File: src/rtl/uart_tx_fsm.sv
// uart_tx_fsm: UART frame sequencer driving the downstream 4:1 mux select and its data/parity inputs
module uart_tx_fsm #(
    parameter int DATA_WIDTH = 8
) (
    input  logic                  CLK,
    input  logic                  RST,
    input  logic [DATA_WIDTH-1:0] P_DATA,
    input  logic                  DATA_VALID,
    input  logic                  PAR_EN,
    input  logic                  PAR_TYP,
    output logic                  TX_READY,
    output logic [1:0]            MUX_SEL,
    output logic                  SER_DATA,
    output logic                  PAR_BIT,
    output logic                  BUSY
);
    localparam int CW = $clog2(DATA_WIDTH);
    typedef enum logic [2:0] {IDLE, START, DATA, PARITY, STOP} state_t;
    state_t state, state_nx;
    logic [DATA_WIDTH-1:0] shift_reg;
    logic [CW-1:0] cnt;
    logic par_en_q, par_bit_q, accept, last;
    assign accept = DATA_VALID & TX_READY;
    assign last = cnt == CW'(DATA_WIDTH - 1);
    always_ff @(posedge CLK or negedge RST) begin
        if (!RST) state <= IDLE;
        else state <= state_nx;
    end
    always_comb begin
        state_nx = state;
        case (state)
            IDLE:    state_nx = accept ? START : IDLE;
            START:   state_nx = DATA;
            DATA:    state_nx = !last ? DATA : (par_en_q ? PARITY : STOP);
            PARITY:  state_nx = STOP;
            STOP:    state_nx = accept ? START : IDLE;
            default: state_nx = IDLE;
        endcase
    end
    always_comb begin
        MUX_SEL  = state == START ? 2'b01 : state == DATA ? 2'b10 : state == PARITY ? 2'b11 : 2'b00;
        BUSY     = state != IDLE;
        TX_READY = state == IDLE || state == STOP;
        SER_DATA = shift_reg[0];
        PAR_BIT  = par_bit_q;
    end
    // Payload and parity are captured only on accept, so input changes mid-frame are invisible
    always_ff @(posedge CLK or negedge RST) begin
        if (!RST) begin
            shift_reg <= '0;
            cnt       <= '0;
            par_en_q  <= 1'b0;
            par_bit_q <= 1'b0;
        end else begin
            if (accept) begin
                shift_reg <= P_DATA;
                par_en_q  <= PAR_EN;
                par_bit_q <= ^P_DATA ^ PAR_TYP;
            end else if (state == DATA) begin
                shift_reg <= shift_reg >> 1;
            end
            if (state == START) cnt <= '0;
            else if (state == DATA && !last) cnt <= cnt + 1'b1;
        end
    end
endmodule

File: config.mk
export PLATFORM = sky130hd
export DESIGN_NAME = uart_tx_fsm
export DESIGN_NICKNAME = d
export VERILOG_FILES = /design/src/rtl/uart_tx_fsm.sv
export SDC_FILE = /design/constraint.sdc
export NUM_CORES = 1
export LEC_CHECK = 0
export ABC_CLOCK_PERIOD_IN_PS = 1950
export CAP_MARGIN = 20
export CORE_UTILIZATION = 25
export CTS_BUF_LIST = sky130_fd_sc_hd__clkbuf_8
export CTS_CLUSTER_DIAMETER = 100
export DETAILED_ROUTE_END_ITERATION = 8
export REMOVE_ABC_BUFFERS = 1
export SYNTH_ARGS = -nofsm -noshare
export SYNTH_HDL_FRONTEND = slang
export SYNTH_SLANG_ARGS = --single-unit
File: constraint.sdc
create_clock -name CLK -period 1.95 [get_ports CLK]
set_input_delay 0.2925 -clock CLK [delete_from_list [all_inputs] [get_ports CLK]]
set_output_delay 0.2925 -clock CLK [all_outputs]
set_load 0.05 [all_outputs]
==> impl_metrics.tcl, run 1 <==
set metrics [dict create \
    core.rowCount 21 \
    clockBufferDepth 2 \
    avgRoutedWirePerCell_um 11.51 \
    ff2ff_setup_slack_ps 480 \
    synth_seq_cells 16 \
    tightest_slew_ps 486.8 \
    final_common_cell "dfrtp_1" \
    finalMaxSlewViolations 0 \
    r2r_cells 5 \
    clk_latency_ps 250 \
    overflow 0 \
    fin_setup_tns_ps 0 \
    fin_skew_ps 3.932 \
    dieArea_um2 3780 \
    r2r-start "cnt[0]" \
    max-cap-violations 0 \
    outcome "finished, final reports clean" \
    layout_common_cells "dfrtp_1 (16), clkdlybuf4s50_1 (14), a21oi_1 (9), nor2_1 (9), mux2i_1 (8)" \
    slew_headroom_pct 67.45 \
    r2r-end "cnt[0]" \
    rsz0062_at_grt "false" \
    ant_nets 0 \
    vias_per_cell 4.377 \
    gp_congestion 0.7088 \
    ir_worst_vdd_v 0.0004394 \
    diodes 0 \
    cts_resized 0 \
    dp_hpwl_um 1273 \
    crit_path_end_kind "output pin" \
    startpoint_type "flip-flop" \
    arrival_ps 1400 \
    cts_buffers 3 \
    routed-via-count 639 \
    yosys_warnings 0 \
    worst-path-max-fanout 11 \
    synth_area_per_cell_um2 11.06 \
    drive_gt1_share_pct 16.00 \
    seq_area_frac_synth_pct 45.26 \
    yosys.cell_types.count 26 \
    groute.usage.overall_pct 10.89 \
    antenna_found_initial 0 \
    nNetsFinal 116 \
    period_share_pct 86.89 \
    drc_errors 0 \
    p_leak_nw 0.5261 \
    grt_pass1_wl_um 2967 \
    hold_viol_final 0 \
    post-route-min-period_ps 1694 \
    grt_max_degree 17 \
    power_mw 1.971 \
    core-area_um2 3363 \
    hp-class "in -> async" \
    io_buffers 18 \
    syn_to_final_growth_pct 29.84 \
    drt-initial-drc-count 54 \
    required_ps 1660 \
    cts_setup_buffers 0 \
    synthCells 80 \
    power.density_nw_per_um2 1716 \
    start_util_pct 26.30 \
    htreeDepth 1 \
    die_x_um 61.49 \
    grt_pass1_vias 654 \
    cts_root_buf "clkbuf_8" \
    drt_pass1_iterations 4 \
    totalWireLength_um 1680 \
    cts_tree "done" \
    timing.hold.ws_ps 352.5 \
    setup_viol 0 \
    critical_path.startpoint "state[0]" \
    largest_reg_flops 8 \
    cts.clk_slew.worst_paths_ps 70 \
    fmax_mhz 590.2 \
    cts.sinks 16 \
    syn-cell-area_um2 884.6 \
    io_pins 19 \
    ctsHoldBuffers 0 \
    die_h_um 61.49 \
    crit_type "reg -> out" \
]
routing by layer:
layer,vias to the layer above,routed length (um),GRT usage (%)
li1,316,-,-
met1,304,796,14.32
met4,0,10,2.857
met3,2,120,4.202
met2,17,753,16.74
met5,-,0,0
logic make-up after synthesis:
family | share of synthesized area, %
adder cells (fa/ha/maj) | 2.828
AO/OA/AOI/OAI | 14.71
buffers and inverters | 4.668
multiplexers | 11.60
XOR/XNOR | 8.486
AND/OR/NAND/NOR | 12.45
flip-flops | 45.26
power by group:
| group | leakage [nW] | internal [mW] | switching [mW] |
|---|---|---|---|
| registers | 0.190 | 0.488 | 0.148 |
| clock network | 0.0288 | 0.179 | 0.122 |
| logic | 0.308 | 0.448 | 0.586 |
cells in the mapped netlist:
master	instances	area share, %
dfrtp_1	16	45
a21oi_1	9	5.1
nor2_1	9	3.8
mux2i_1	8	9.1
a22o_1	5	5.0
xnor2_1	4	4.0
buf_4	3	2.5
nand2_1	3	1.3
ha_1	2	2.8
inv_1	2	0.85
mux2_2	2	2.5
nor2b_1	2	1.4
xor2_1	2	2.0
a21boi_0	1	0.85
a21oi_4	1	1.8
buf_6	1	1.3
nand2b_1	1	0.71
nand2b_4	1	1.6
nand3_1	1	0.57
nor2_4	1	1.3
nor3_2	1	1.1
o21ai_0	1	0.57
o21ai_1	1	0.57
o21bai_1	1	0.85
or3_1	1	0.71
xnor3_1	1	2.5
stage by stage:
stage	area (um^2)	util (%)	setup slack (ps)	cells
floorplan	850.8	-	287.5	76
global placement	1094	32.51	103.3	142
detailed placement	1094	32.51	110.0	142
CTS	1149	34.15	239.7	146
global route	1149	34.15	171.6	146
finish	1149	34.15	255.6	146
area by class of cell:
class | instances | area (um^2)
Inverter | 2 | 7.507
Timing Repair Buffer | 20 | 185.2
Multi-Input combinational cell | 58 | 442.9
Clock buffer | 4 | 55.05
Fill cell | 377 | 2215
Tap cell | 46 | 57.56
Sequential cell | 16 | 400.4
worst max path at each step:
| stage | end | slack [ps] | cells after the start |
|---|---|---|---|
| 3_3_place_gp | PAR_BIT | 100 | 5 |
| 6_report | BUSY | 260 | 2 |
| 2_1_floorplan | par_en_q | 290 | 3 |
| 4_1_cts | PAR_BIT | 240 | 1 |
| 5_1_grt | BUSY | 170 | 2 |
| 3_5_place_dp | PAR_BIT | 110 | 5 |
worst max-delay path, stage by stage, from the launching register on:
cell and delay (ps):
dfrtp_1 530, or3_1 420, buf_4 190
(Power assumes the default switching activity.)
==> run 2: changes to the inputs <==
--- a/config.mk
+++ b/config.mk
@@ -7,10 +7,12 @@
 export LEC_CHECK = 0
 export ABC_CLOCK_PERIOD_IN_PS = 1950
 export CAP_MARGIN = 20
+export CORE_MARGIN = 5
 export CORE_UTILIZATION = 25
 export CTS_BUF_LIST = sky130_fd_sc_hd__clkbuf_8
 export CTS_CLUSTER_DIAMETER = 100
 export DETAILED_ROUTE_END_ITERATION = 8
+export RECOVER_POWER = 100
 export REMOVE_ABC_BUFFERS = 1
 export SYNTH_ARGS = -nofsm -noshare
 export SYNTH_HDL_FRONTEND = slang
==> run 2 against run 1 <==
  * Flip-flop and latch count is the same
  * Sequential share of layout area grew 1.1 points
  * Hold slack gained 160 ps
  * Non-clock buffer count is the same
  * Critical path depth shrank 1
  * Global-route usage shrank 2.6 points
  * Combinational power shrank 5%
  * Register-to-register slack lost 130 ps
  * Largest power group unchanged
==> impl_metrics.tcl, run 2 (synthesized netlist as in run 1, its figures left out) <==
set metrics [dict create \
    critical-path-top-delay-family "buffers and inverters" \
    startpoint_type "flip-flop" \
    worst-path-max-fanout 2 \
    core.rowCount 21 \
    cts_setup_buffers 0 \
    slew_headroom_pct 39.89 \
    crit_type "reg -> out" \
    start_util_pct 26.10 \
    overflow 0 \
    cts_tree "done" \
    grt_pass1_wl_um 3277 \
    hold_viol_final 0 \
    core-area_um2 3390 \
    arrival_ps 1490 \
    rsz0062_at_grt "false" \
    dp_hpwl_um 1405 \
    grt_pass1_vias 681 \
    regArea_um2 400.4 \
    post-route-min-period_ps 1778 \
    power.density_nw_per_um2 1704 \
    routed-via-count 645 \
    io_pins 19 \
    final_common_cell "dfrtp_1" \
    die_h_um 69.49 \
    grt_max_degree 17 \
    gp_congestion 0.7271 \
    crit_path_cell_trace "dlygate4sd3_1" \
    hp-class "reg -> reg" \
    worst-path-buf-inv 1 \
    drive_gt1_share_pct 13.00 \
    fin_util_pct 32.89 \
    max-cap-violations 0 \
    drc_errors 0 \
    finalMaxSlewViolations 0 \
    outcome "finished, final reports clean" \
    die_x_um 69.49 \
    cts_root_buf "clkbuf_8" \
    clockBufferDepth 2 \
    finalNonFillerCells 146 \
    clk_latency_ps 250 \
    dp_cells 142 \
    setup_viol 0 \
    fin_skew_ps 3.858 \
    p_leak_nw 0.5162 \
    dieArea_um2 4828 \
    htreeDepth 1 \
    ir_worst_vdd_v 0.0003314 \
    fin_setup_tns_ps 0 \
    crit_path_end_kind "output pin" \
    ctsHoldBuffers 0 \
    drt-initial-drc-count 38 \
    cts.clk_slew.worst_paths_ps 70 \
    tightest_slew_ps 901.7 \
    largest_reg_flops 8 \
    place_ws_ps -13.30 \
    critPathMaxStageDelay_ps 880 \
    cts.sinks 16 \
    multiInputGateArea_um2 422.9 \
    fmax_mhz 562.4 \
    nFillCells 358 \
    drt_pass1_iterations 2 \
    syn_to_final_growth_pct 26.03 \
    totalWireLength_um 1845 \
    worst_slack_ps 171.9 \
    vias_per_cell 4.418 \
    cts_resized 0 \
    required_ps 1660 \
    cts_buffers 3 \
    cpMaxStageDelayCell "dlygate4sd3_1" \
    ant_nets 0 \
    layout_common_cells "dfrtp_1 (16), nor2_1 (10), clkdlybuf4s50_1 (10), a21oi_1 (9), mux2i_1 (8)" \
    antenna_found_initial 0 \
    groute.usage.overall_pct 8.323 \
    avgRoutedWirePerCell_um 12.64 \
    nNetsFinal 116 \
    io_buffers 18 \
    period_share_pct 91.18 \
    diodes 0 \
]
[run 2: cell count changes in the layout (fill, tap and decap cells not counted), sizes merged]
| cell | before | now |
|---|---|---|
| clkbuf | 4 | 9 |
| clkdlybuf4s50 | 14 | 10 |
| buf | 6 | 1 |
| dlygate4sd3 | 0 | 4 |
[run 2: layout make-up]
class	instances	area share (%)
clock buffer	4	4.938
inverter	2	0.6734
multi-input combinational	58	37.93
sequential	16	35.91
tap	46	5.163
timing repair buffer	20	15.38
[run 2: routing by layer]
layer  up-vias  global-route usage, %  routed length [um]  share of wire, %
met5         -                      0                   0                 0
met2        18                  14.30                 866                47
met4         0                  1.302                   8              0.43
met3         2                  3.333                 108               5.9
met1       310                  9.903                 862                47
li1        315                      -                   -                 -
[run 2: worst paths after layout]
path | start | endpoint | slack (ps) | cells past startpoint
max in group asynchronous | RST | shift_reg[0] | 720 | 2
min | PAR_BIT | PAR_BIT | 510 | 2
min reg2reg | PAR_BIT | PAR_BIT | 510 | 2
max | PAR_BIT | PAR_BIT | 170 | 1
min in group asynchronous | RST | cnt[1] | 680 | 2
max reg2reg | cnt[0] | cnt[0] | 350 | 5
[run 2: where the power goes]
group | switching (mW) | internal [mW]
Sequential | 0.130 | 0.488
Combinational | 0.586 | 0.395
Clock | 0.122 | 0.179
[run 2: stage by stage]
stage | instance area, um^2 | total power, mW | hold WS (ps)
2_1_floorplan | 850.8 | 1.402 | -3.091
3_3_place_gp | 1094 | 1.667 | 498.9
3_5_place_dp | 1094 | 1.698 | 509.0
4_1_cts | 1149 | 2.004 | 369.2
5_1_grt | 1115 | 2.059 | 563.1
6_report | 1115 | 1.900 | 510.5
